<file path="config.mk">
export PLATFORM = sky130hd
export DESIGN_NAME = dpi_pkt_sequencer_flat
export DESIGN_NICKNAME = d
export VERILOG_FILES = /design/src/rtl/dpi_pkg.sv /design/src/rtl/dpi_pkt_sequencer_if.sv /design/src/rtl/dpi_stream_table.sv /design/src/rtl/dpi_pkt_sequencer.sv /design/src/flat_wrapper.sv
export SDC_FILE = /design/constraint.sdc
export NUM_CORES = 1
export LEC_CHECK = 0
export ABC_AREA = 1
export CORE_AREA = 2 2 128 130
export DETAILED_ROUTE_END_ITERATION = 12
export DIE_AREA = 0 0 130 132
export PLACE_DENSITY_LB_ADDON = 0.12
export SYNTH_ARGS = -nofsm -noshare
export SYNTH_HDL_FRONTEND = slang
export SYNTH_SLANG_ARGS = --single-unit
</file>
<file path="constraint.sdc">
create_clock -name clk -period 3.3 [get_ports clk]
set_input_delay 0.99 -clock clk [delete_from_list [all_inputs] [get_ports clk]]
set_output_delay 0.99 -clock clk [all_outputs]
set_load 0.02 [all_outputs]
</file>
<file path="src/rtl/dpi_pkg.sv">
// Shared types and defaults for the packet-inspection front-end sequencer.
package dpi_pkg;

  localparam int SID_W         = 6;
  localparam int NUM_STREAMS   = 1 << SID_W;
  localparam int DEF_LOAD_GAP  = 2;
  localparam int DEF_EOP_GAP   = 2;

  typedef enum logic [2:0] {
    ST_IDLE,
    ST_LOAD,
    ST_GAP,
    ST_STREAM,
    ST_DRAIN,
    ST_EOP
  } state_e;

endpackage

</file>
<file path="src/rtl/dpi_pkt_sequencer_if.sv">
// Byte-wide packet stream carrying a stream ID on the SOP beat.
interface dpi_pkt_sequencer_if #(
  parameter int SID_W = dpi_pkg::SID_W
);
  logic             in_vld;
  logic             in_rdy;
  logic [7:0]       in_data;
  logic             in_sop;
  logic             in_eop;
  logic [SID_W-1:0] in_sid;

  modport master (output in_vld, in_data, in_sop, in_eop, in_sid, input in_rdy);
  modport slave  (input in_vld, in_data, in_sop, in_eop, in_sid, output in_rdy);
endinterface

</file>
<file path="src/rtl/dpi_stream_table.sv">
// Per-stream seen bitmap and enable mask; combinational read, registered updates.
module dpi_stream_table #(
  parameter int NUM_STREAMS = dpi_pkg::NUM_STREAMS,
  parameter int SID_W       = dpi_pkg::SID_W
) (
  input  logic             clk,
  input  logic             rst_n,
  input  logic [SID_W-1:0] rd_sid,
  output logic             rd_seen,
  output logic             rd_en,
  input  logic             set_vld,
  input  logic [SID_W-1:0] set_sid,
  input  logic             wr_vld,
  input  logic [SID_W-1:0] wr_sid,
  input  logic             wr_en,
  input  logic             clr
);
  logic [NUM_STREAMS-1:0] seen_q;
  logic [NUM_STREAMS-1:0] mask_q;

  assign rd_seen = seen_q[rd_sid];
  assign rd_en   = mask_q[rd_sid];

  // NOTE: these tables are small flop vectors with defined power-up contents,
  // so they are reset; RAM-backed tables would be left unreset.
  // The later set overrides the clear, so clear-then-set in one cycle works.
  always_ff @(posedge clk or negedge rst_n) begin
    if (!rst_n) begin
      seen_q <= '0;
      mask_q <= '0;
    end else begin
      if (clr)     seen_q <= '0;
      if (set_vld) seen_q[set_sid] <= 1'b1;
      if (wr_vld)  mask_q[wr_sid] <= wr_en;
    end
  end

endmodule

</file>
<file path="src/rtl/dpi_pkt_sequencer.sv">
// Drives regex-lane controls from a tagged byte stream, enforcing the
// state-restore gap before data and the result-settle gap before eop.
module dpi_pkt_sequencer #(
  parameter int NUM_STREAMS = dpi_pkg::NUM_STREAMS,
  parameter int SID_W       = dpi_pkg::SID_W,
  parameter int LOAD_GAP    = dpi_pkg::DEF_LOAD_GAP,
  parameter int EOP_GAP     = dpi_pkg::DEF_EOP_GAP
) (
  input  logic                 clk,
  input  logic                 rst_n,
  dpi_pkt_sequencer_if.slave   in_if,
  input  logic                 cfg_we,
  input  logic [SID_W-1:0]     cfg_sid,
  input  logic                 cfg_en,
  input  logic                 clr_seen,
  output logic                 load_state,
  output logic                 new_stream_id,
  output logic [SID_W-1:0]     stream_id,
  output logic                 enable,
  output logic [7:0]           char_in,
  output logic                 char_in_vld,
  output logic                 eop,
  output logic                 busy,
  output logic [15:0]          pkt_count,
  output logic                 proto_err
);
  import dpi_pkg::*;

  localparam logic [7:0] LOAD_CNT  = 8'(LOAD_GAP > 2 ? LOAD_GAP - 3 : 0);
  localparam logic [7:0] DRAIN_CNT = 8'(EOP_GAP > 1 ? EOP_GAP - 2 : 0);

  state_e           state_q, state_d;
  logic [7:0]       gap_q, gap_d;
  logic [SID_W-1:0] sid_q;
  logic             enable_q, first_q, drop_q;
  logic [7:0]       char_q;
  logic             char_vld_q, eop_q, proto_err_q;
  logic [15:0]      pkt_cnt_q;
  logic             rdy, accept, tbl_seen, tbl_en;

  dpi_stream_table #(.NUM_STREAMS(NUM_STREAMS), .SID_W(SID_W)) u_table (
    .clk     (clk),
    .rst_n   (rst_n),
    .rd_sid  (sid_q),
    .rd_seen (tbl_seen),
    .rd_en   (tbl_en),
    .set_vld (load_state),
    .set_sid (sid_q),
    .wr_vld  (cfg_we),
    .wr_sid  (cfg_sid),
    .wr_en   (cfg_en),
    .clr     (clr_seen)
  );

  // NOTE: every signal assigned here gets a default first, so no path leaves
  // it unassigned and no latch is inferred.
  always_comb begin
    state_d = state_q;
    gap_d   = gap_q;
    rdy     = 1'b0;
    unique case (state_q)
      ST_IDLE: begin
        // A stray non-SOP beat is swallowed one cycle after it is seen, which
        // keeps in_rdy free of any combinational path from in_vld.
        rdy = drop_q;
        if (!drop_q && in_if.in_vld && in_if.in_sop) state_d = ST_LOAD;
      end
      ST_LOAD: begin
        if (LOAD_GAP > 2) begin
          state_d = ST_GAP;
          gap_d   = LOAD_CNT;
        end else begin
          state_d = ST_STREAM;
        end
      end
      ST_GAP: begin
        if (gap_q == 8'd0) state_d = ST_STREAM;
        else               gap_d   = gap_q - 8'd1;
      end
      ST_STREAM: begin
        rdy = 1'b1;
        if (in_if.in_vld && in_if.in_eop) begin
          if (EOP_GAP > 1) begin
            state_d = ST_DRAIN;
            gap_d   = DRAIN_CNT;
          end else begin
            state_d = ST_EOP;
          end
        end
      end
      ST_DRAIN: begin
        if (gap_q == 8'd0) state_d = ST_EOP;
        else               gap_d   = gap_q - 8'd1;
      end
      ST_EOP:  state_d = ST_IDLE;
      default: state_d = ST_IDLE;
    endcase
  end

  assign accept = (state_q == ST_STREAM) && in_if.in_vld;

  // NOTE: state registers use non-blocking assignments so every flop samples
  // the pre-edge values regardless of statement order.
  always_ff @(posedge clk or negedge rst_n) begin
    if (!rst_n) begin
      state_q     <= ST_IDLE;
      gap_q       <= 8'd0;
      sid_q       <= '0;
      enable_q    <= 1'b0;
      first_q     <= 1'b0;
      drop_q      <= 1'b0;
      char_q      <= 8'd0;
      char_vld_q  <= 1'b0;
      eop_q       <= 1'b0;
      pkt_cnt_q   <= 16'd0;
      proto_err_q <= 1'b0;
    end else begin
      state_q <= state_d;
      gap_q   <= gap_d;
      drop_q  <= (state_q == ST_IDLE) && !drop_q && in_if.in_vld && !in_if.in_sop;
      if ((state_q == ST_IDLE) && !drop_q && in_if.in_vld) begin
        if (in_if.in_sop) sid_q       <= in_if.in_sid;
        else              proto_err_q <= 1'b1;
      end
      if (state_q == ST_LOAD) begin
        enable_q <= tbl_en;
        first_q  <= 1'b1;
      end
      char_vld_q <= accept;
      if (accept) begin
        char_q  <= in_if.in_data;
        first_q <= 1'b0;
        if (in_if.in_sop && !first_q) proto_err_q <= 1'b1;
      end
      eop_q <= (state_q == ST_EOP);
      if (state_q == ST_EOP) pkt_cnt_q <= pkt_cnt_q + 16'd1;
    end
  end

  assign in_if.in_rdy  = rdy;
  assign load_state    = (state_q == ST_LOAD);
  assign new_stream_id = load_state && !tbl_seen;
  // Mask is shown live during LOAD, then held from the latched copy.
  assign enable        = load_state ? tbl_en : enable_q;
  assign stream_id     = sid_q;
  assign char_in       = char_q;
  assign char_in_vld   = char_vld_q;
  assign eop           = eop_q;
  assign busy          = (state_q != ST_IDLE);
  assign pkt_count     = pkt_cnt_q;
  assign proto_err     = proto_err_q;

endmodule
</file>
<file path="src/flat_wrapper.sv">
// flat-port wrapper written by rule: the top's interface ports become plain ports
module dpi_pkt_sequencer_flat import dpi_pkg::*;
#(
  parameter int NUM_STREAMS = dpi_pkg::NUM_STREAMS,
  parameter int SID_W       = dpi_pkg::SID_W,
  parameter int LOAD_GAP    = dpi_pkg::DEF_LOAD_GAP,
  parameter int EOP_GAP     = dpi_pkg::DEF_EOP_GAP
)
  (clk, rst_n, cfg_we, cfg_sid, cfg_en, clr_seen, load_state, new_stream_id, stream_id, enable, char_in, char_in_vld, eop, busy, pkt_count, proto_err, in_if_in_vld, in_if_in_data, in_if_in_sop, in_if_in_eop, in_if_in_sid, in_if_in_rdy);
  dpi_pkt_sequencer_if #(.SID_W(SID_W)) in_if_i ();
  input  logic clk;
  input  logic rst_n;
  input  logic cfg_we;
  input  logic [SID_W-1:0] cfg_sid;
  input  logic cfg_en;
  input  logic clr_seen;
  output logic load_state;
  output logic new_stream_id;
  output logic [SID_W-1:0] stream_id;
  output logic enable;
  output logic [7:0] char_in;
  output logic char_in_vld;
  output logic eop;
  output logic busy;
  output logic [15:0] pkt_count;
  output logic proto_err;
  input wire logic [$bits(in_if_i.in_vld)-1:0] in_if_in_vld;
  input wire logic [$bits(in_if_i.in_data)-1:0] in_if_in_data;
  input wire logic [$bits(in_if_i.in_sop)-1:0] in_if_in_sop;
  input wire logic [$bits(in_if_i.in_eop)-1:0] in_if_in_eop;
  input wire logic [$bits(in_if_i.in_sid)-1:0] in_if_in_sid;
  output wire logic [$bits(in_if_i.in_rdy)-1:0] in_if_in_rdy;
  assign in_if_i.in_vld = in_if_in_vld;
  assign in_if_i.in_data = in_if_in_data;
  assign in_if_i.in_sop = in_if_in_sop;
  assign in_if_i.in_eop = in_if_in_eop;
  assign in_if_i.in_sid = in_if_in_sid;
  assign in_if_in_rdy = in_if_i.in_rdy;
  dpi_pkt_sequencer #(.NUM_STREAMS(NUM_STREAMS), .SID_W(SID_W), .LOAD_GAP(LOAD_GAP), .EOP_GAP(EOP_GAP)) u_core (.clk(clk), .rst_n(rst_n), .in_if(in_if_i), .cfg_we(cfg_we), .cfg_sid(cfg_sid), .cfg_en(cfg_en), .clr_seen(clr_seen), .load_state(load_state), .new_stream_id(new_stream_id), .stream_id(stream_id), .enable(enable), .char_in(char_in), .char_in_vld(char_in_vld), .eop(eop), .busy(busy), .pkt_count(pkt_count), .proto_err(proto_err));
endmodule
</file>
==> metrics.csv, run 1 <==
metric,value,unit
slew margin rel.,0.5535,
row count,46,
RSZ-0062 raised after global routing,yes,
TritonCTS clock tree,built,
DR iter-0 viols,610,
Syn Inst Count,1023,
endpoints failing hold,0,
Unique masters post-synth,35,
# clock sinks,175,
switch share,0.3842,
H-Tree Depth,4,
Final Setup Violations,0,
Critical Path Start,u_core.stream_id[0],
CP peak stage delay,0.42,ns
actual slew at the worst max-slew pin,0.6698,ns
Die Ht,132,um
skew final,0.01241,ns
"Slowest-stage cell, CP",dfrtp_2,
Min Hold Slack,0.4683,ns
hold_sp,u_core.char_in[1],
cts repair resizes,7,
sequential area share after synthesis,0.5166,
Post-DP HPWL,14830,um
GRT overflow,0,
Worst VDD drop,0.5111,mV
Hold Path Class,flop to flop,
Clk network pwr share,0.267,
Wirelength per Cell,16.37,um
clock-pin slew on the worst setup and hold paths,0.07,ns
# hold bufs at CTS,0,
n_diodes,0,
total track usage,0.2655,
worst endpoint data arrival time,2.18,ns
Mapped Area,8477,um^2
Synth area leaders,"dfrtp_1 (52%), nand2_1 (7.8%), inv_1 (7.1%)",
sequential fraction of design power,0.357,
switching power,0.003026,W
combinational power share,0.376,
area grow syn2layout,19.97,%
Power per Cell Area,774.5,nW/um^2
most frequent CP cell,nand2_1,
Initial Utilization,0.5395,
Final Util,0.6472,
Seq cells post-synth,175,
Commonest cells post-synth,"nand2_1 (176), dfrtp_1 (175), inv_1 (160), nor2_1 (77), a21oi_1 (69)",
Post-synth EDFFs,0,
vias in the first global route,6840,
Async SR Flop Fraction,1.000,
Worst Setup End Kind,output pin,
DRT Wirelength,21730,um
global-route wire length before repair,35620,um
clock latency on the worst-skew pair,0.44,ns
Synth Flop Type,dfrtp_1,
worst reg2reg startpoint,u_core.state_q[1],
Critical Path RT,2.31,ns
total CTS buffers,17,
Int Power,0.004851,W
Routed Antenna Nets,0,
Leakage,4.709,nW
Ports,66,
Core Region,15710,um^2
postcts setup bufs,0,
Filler Cell Count,1358,
gpl congestion,0.8578,
Port Buffers,65,
buffer depth of the longest clock path,2,
initial antenna violation count,0,
crit path launch type,flop,
class of the most critical setup path,flop to output pin,
die footprint,17160,um^2
crit-path max FO,23,
fin crit share,0.9604,
DRC,0,
Vias,7231,
synthesized area per cell,8.286,um^2
drt first pass iters,5,
Synth area leader,dfrtp_1,
Fmax achieved,315.5,MHz
status,"finished, final reports clean",
pin count of the biggest net entering global routing,65,
syn_nets,1054,
critical-path cell list,inv_2 > buf_12 > or2_2 > nand2_1 > nand2_1 > o21ai_1 > nand2_1 > nor2_1 > nand3_1 > nand2_1 > inv_1 > clkbuf_2,
Synthesis Warnings,0,
most frequent cell after synthesis,nand2_1,
layout cells sized above 1,0.09631,
Clock Tree Root,clkbuf_16,
NumNets Final,1129,
setup TNS,0,ns
Tmin final,3.169,ns
Max-Cap Viols,0,
post-synth top area share,0.5166,
vias per cell,5.449,
Max Slew Vio Count,0,
Die W,130,um
## final timing paths
| kind | slack (ns) | cells past startpoint | to |
|---|---|---|---|
| min in group asynchronous | 0.55 | 1 | u_core.char_in[2] |
| max reg2reg | 1.31 | 8 | u_core.gap_q[6] |
| max | 0.13 | 12 | enable |
| max in group asynchronous | 1.96 | 2 | u_core.u_table.seen_q[33] |
| min | 0.47 | 2 | u_core.char_in[1] |
| min reg2reg | 0.47 | 2 | u_core.char_in[1] |
## stage by stage
| step | setup slack (ns) | power, W | std cells | instance area (um^2) |
|---|---|---|---|---|
| finish | 0.1308 | 0.007876 | 1327 | 10170 |
| floorplan | 0.5665 | 0.004687 | 1023 | 8477 |
| CTS | 0.0009985 | 0.007887 | 1327 | 10160 |
| global placement | 0.1362 | 0.005750 | 1295 | 9539 |
| global route | -0.02920 | 0.008419 | 1327 | 10170 |
| detailed placement | 0.1645 | 0.005779 | 1295 | 9539 |
## kinds of logic (layout without fill, tap and decap cells)
family,Yosys count,in the layout,share of synthesized area
AOI/OAI and AO/OA,263,263,0.1814
xor gates and xnor gates,16,16,0.01653
and+or+nand+nor,344,344,0.1767
adders and majority gates,3,3,0.004429
DFF,175,175,0.5166
muxes,1,1,0.001181
buffers and inverters,221,309,0.1032
## worst max-delay path, delay by kind of cell, from the launching register on
family / cells / cell delay, ns
buf+inv: 4 / 0.42
simple gates: 7 / 0.74
flops: 1 / 0.42
compound gates: 1 / 0.17
## flip-flops by register name (all words and copies together), names as in the netlist
| register | flops |
|---|---|
| u_core.char_in_vld | 1 |
| u_core.state_q | 3 |
| u_core.u_table.mask_q | 64 |
| u_core.enable_q | 1 |
| u_core.pkt_count | 16 |
| u_core.proto_err | 1 |
| u_core.stream_id | 6 |
| u_core.drop_q | 1 |
| u_core.first_q | 1 |
| u_core.u_table.seen_q | 64 |
| u_core.gap_q | 8 |
| u_core.eop | 1 |
| u_core.char_in | 8 |
## routing by layer
metal  part of all wire  routed length, um  track usage
met5                  0                  0            0
met4              0.017                362      0.07527
met3              0.065               1420      0.05966
met2               0.46               9895       0.3935
met1               0.46              10050       0.3935
## layout make-up
cell class,count,area (um^2),share of cell area
clock buffer,18,439.2,0.04318
clock inverter,14,181.4,0.01784
inverter,171,641.9,0.06311
multi-input combinational,627,3242,0.3188
sequential,175,4380,0.4307
tap,216,270.3,0.02657
timing repair buffer,106,1015,0.09978
## placed cells by master (no fill, tap or decap), types with 4 or more instances in the layout
cell and n:
a31oi_1 50, nand4_1 7, inv_1 159, buf_4 34, nand2_1 175, inv_2 6
clkdlybuf4s50_1 61, xor2_1 8, nor3_2 5, clkinv_1 6, nor3_1 20, o21ai_0 49
o22ai_1 65, nor2_1 77, clkinvlp_4 5, nor2_2 6, o211ai_1 24, a21oi_1 69
nand3_1 39, xnor2_1 8, nor4_2 4, dfrtp_1 174, buf_12 5, clkbuf_16 17
## power by group through the flow
stage,Sequential [W],Combinational [W],Clock [W]
after floorplan,0.00291,0.00178,0
after global placement,0.00283,0.00292,0
after detailed placement,0.00284,0.00294,0
after CTS,0.00280,0.00295,0.00214
after global routing,0.00286,0.00332,0.00224
final,0.00281,0.00296,0.00211
(Power assumes the default switching activity.)
==> inputs of run 2 (changes only) <==
--- a/config.mk
+++ b/config.mk
@@ -5,10 +5,10 @@
 export SDC_FILE = /design/constraint.sdc
 export NUM_CORES = 1
 export LEC_CHECK = 0
-export ABC_AREA = 1
-export CORE_AREA = 2 2 128 130
+export ABC_CLOCK_PERIOD_IN_PS = 3300
+export CORE_AREA = 2 2 127 129
 export DETAILED_ROUTE_END_ITERATION = 12
-export DIE_AREA = 0 0 130 132
+export DIE_AREA = 0 0 129 131
 export PLACE_DENSITY_LB_ADDON = 0.12
 export SYNTH_ARGS = -nofsm -noshare
 export SYNTH_HDL_FRONTEND = slang
==> run 2 against run 1 <==
The run now ends with negative setup slack left. Clock skew is 0.0069 ns lower. Combinational power shrank 11%. Setup slack worse by 0.44 ns. Sequential power shrank 5%. Register-to-register slack lost 0.21 ns. Critical path depth decreased by 5. Synthesized cell count shrank 24%. Count of clock-buffer cells in the layout increased by 1. Wire length shrank 8.8%. Global-route usage decreased by 2.3 points.
==> metrics.csv, run 2 <==
metric,value,unit,change
status,"finished, violations left",,
failing checks,negative setup slack,,
global-route wire length before repair,31470,um,-12%
Critical Path RT,2.31,ns,about the same
Routed Antenna Nets,0,,unchanged
buffer depth of the longest clock path,2,,unchanged
Final WS setup,-0.3101,ns,-0.4409 ns
total CTS buffers,17,,unchanged
fin crit share,1.094,,+0.1336
Die Ht,131,um,-0.76%
"commonest non-fill, non-tap cell in the layout",dfrtp_1,,
TritonCTS clock tree,built,,
"Slowest-stage cell, CP",or4_4,,
Max Slew Vio Count,0,,unchanged
post-synth top area share,0.5201,,+0.003532
Initial Utilization,0.5398,,about the same
Post-DP HPWL,13760,um,-7.2%
Synth area leaders,"dfrtp_1 (52%), mux2_2 (9.8%), o22ai_1 (5.3%)",,
Synth area leader,dfrtp_1,,
die footprint,16900,um^2,-1.5%
slew margin rel.,0.5872,,+0.03372
Min Hold Slack,0.4741,ns,+0.005791 ns
Placed Instance Area,9589,um^2,+0.52%
actual slew at the worst max-slew pin,0.6136,ns,-0.05623 ns
Final Setup Violations,2,,+2
Port Buffers,65,,unchanged
DR iter-0 viols,387,,-37%
drt first pass iters,5,,unchanged
DRT Wirelength,19810,um,-8.8%
pin count of the biggest net entering global routing,66,,+1.5%
Post-synth EDFFs,0,,unchanged
clock-pin slew on the worst setup and hold paths,0.06,ns,about the same
Worst Setup End Kind,output pin,,
Leakage,4.507,nW,-4.3%
clock latency on the worst-skew pair,0.43,ns,about the same
crit-path max FO,6,,-74%
Design Power,0.007291,W,-7.4%
Vias,6221,,-14%
initial antenna violation count,0,,unchanged
# hold bufs at CTS,0,,unchanged
GRT overflow,0,,unchanged
Commonest cells post-synth,"dfrtp_1 (175), nand2_1 (102), mux2_2 (73), inv_1 (72), o22ai_1 (71)",,
Hold Path Class,flop to flop,,
Tmin final,3.610,ns,+0.4409 ns
Clock Tree Root,clkbuf_16,,
Syn Inst Count,773,,-24%
most frequent cell after synthesis,dfrtp_1,,
synthesized area per cell,10.89,um^2,+31%
Unique masters post-synth,48,,+37%
vias in the first global route,6237,,-8.8%
Seq cells post-synth,175,,unchanged
pre-CTS setup slack,-0.4279,ns,-0.5924 ns
Synthesis Warnings,0,,unchanged
Core Region,15600,um^2,-0.73%
area grow syn2layout,22.31,%,
skew final,0.005522,ns,-0.006886 ns
total track usage,0.2428,,-0.02269
RSZ-0062 raised after global routing,yes,,
endpoints failing hold,0,,unchanged
layout cells sized above 1,0.2264,,+0.1300
Power per Cell Area,708.1,nW/um^2,-8.6%
gpl congestion,0.8257,,-3.7%
# clock sinks,175,,unchanged
n_diodes,0,,unchanged
Async SR Flop Fraction,1.000,,unchanged
CP peak stage delay,0.55,ns,+0.13 ns
row count,46,,unchanged
Synth Flop Type,dfrtp_1,,
Die W,129,um,-0.77%
critical-path cell list,buf_12 > mux4_1 > mux2i_1 > o22ai_1 > or4_4 > a21oi_4 > buf_6,,
fin area,10300,um^2,+1.3%
Fmax achieved,277.0,MHz,-12%
Ports,66,,unchanged
Max-Cap Viols,0,,unchanged
Wirelength per Cell,17.94,um,+9.6%
Mapped Area,8419,um^2,-0.68%
most frequent cells in the layout,"dfrtp_1 (174), nand2_1 (102), mux2_2 (73)",,
NumNets Final,906,,-20%
DRC,0,,unchanged
crit path launch type,flop,,
sequential area share after synthesis,0.5201,,+0.003532
Worst VDD drop,0.3045,mV,-40%
H-Tree Depth,4,,unchanged
worst endpoint data arrival time,2.62,ns,+0.44 ns
syn_nets,804,,-24%
Final Util,0.6602,,+0.01296
class of the most critical setup path,flop to output pin,,
vias per cell,5.635,,+3.4%
[run 2: changes by cell type after synthesis, sizes merged, moves of 25 or more]
cell and change:
mux2i +25, nor2 -30, a21oi -62, mux2 +73, a31oi -49, o21ai -42, nand2 -75, inv -93
[run 2: routing by layer]
layer  track usage  wire [um]  share of wire
met2        0.4342      10540           0.53
met4       0.08760        351          0.018
met5             0          0              0
met3       0.04560        657          0.033
met1        0.2959       8260           0.42
[run 2: where the power goes]
group / switching, W / internal (W)
Sequential: 0.000227 / 0.00243
Combinational: 0.00133 / 0.00131
Clock: 0.000842 / 0.00115
[run 2: kinds of logic (layout without fill, tap and decap cells)]
family	after synthesis	after routing	synth area share
compound gates	100	100	0.07490
xor+xnor	15	15	0.01560
fa+ha+maj	3	3	0.004459
buf+inv	113	228	0.05573
flops	175	175	0.5201
mux	123	123	0.1950
simple gates	244	244	0.1342
[run 2: worst paths after layout]
kind                            cells after the start                 start  slack (ns)                        end
worst max register to register                      5       u_core.gap_q[2]        1.10            u_core.gap_q[5]
worst min register to register                      1  u_core.pkt_count[15]        0.47       u_core.pkt_count[15]
min in group asynchronous                           1                 rst_n        0.55  u_core.u_table.seen_q[38]
worst max-delay path                                7   u_core.stream_id[0]       -0.31              new_stream_id
max in group asynchronous                           2                 rst_n        1.98          u_core.char_in[5]
worst min-delay path                                1  u_core.pkt_count[15]        0.47       u_core.pkt_count[15]
[run 2: cell type report]
class	count	area, um^2
clock inverter	13	140.1
clock buffer	19	452.9
timing repair buffer	124	1197
fill	1187	5300
multi-input combinational	485	3586
tap	216	270.3
inverter	72	270.3
sequential	175	4380
[run 2: per-stage QoR]
| stage | instances | TNS [ns] |
|---|---|---|
| floorplan | 773 | 0 |
| global placement | 1063 | -0.6235 |
| detailed placement | 1063 | -0.7104 |
| CTS | 1102 | -0.5291 |
| global route | 1104 | -0.6999 |
| finish | 1104 | -0.5114 |
[run 2: timing repair]
action | 4_1_cts | 5_1_grt
resized for setup | 19 | 2
buffers inserted | 7 | 2
pin swaps | 0 | 0
setup endpoints to repair | 2 | 2
[run 2: worst max-delay path, delay by kind of cell, from the launching register on]
| kind | cells | cell delay (ns) |
|---|---|---|
| buffers and inverters | 2 | 0.27 |
| AND/OR/NAND/NOR | 1 | 0.55 |
| flip-flops | 1 | 0.40 |
| multiplexers | 2 | 0.69 |
| AO/OA/AOI/OAI | 2 | 0.27 |
==> inputs of run 3 (changes only) <==
--- a/config.mk
+++ b/config.mk
@@ -10,6 +10,7 @@
 export DETAILED_ROUTE_END_ITERATION = 12
 export DIE_AREA = 0 0 129 131
 export PLACE_DENSITY_LB_ADDON = 0.12
+export SLEW_MARGIN = 20
 export SYNTH_ARGS = -nofsm -noshare
 export SYNTH_HDL_FRONTEND = slang
 export SYNTH_SLANG_ARGS = --single-unit
==> results of run 3 <==
Final layout, timing and power as in run 2 (identical DEF).
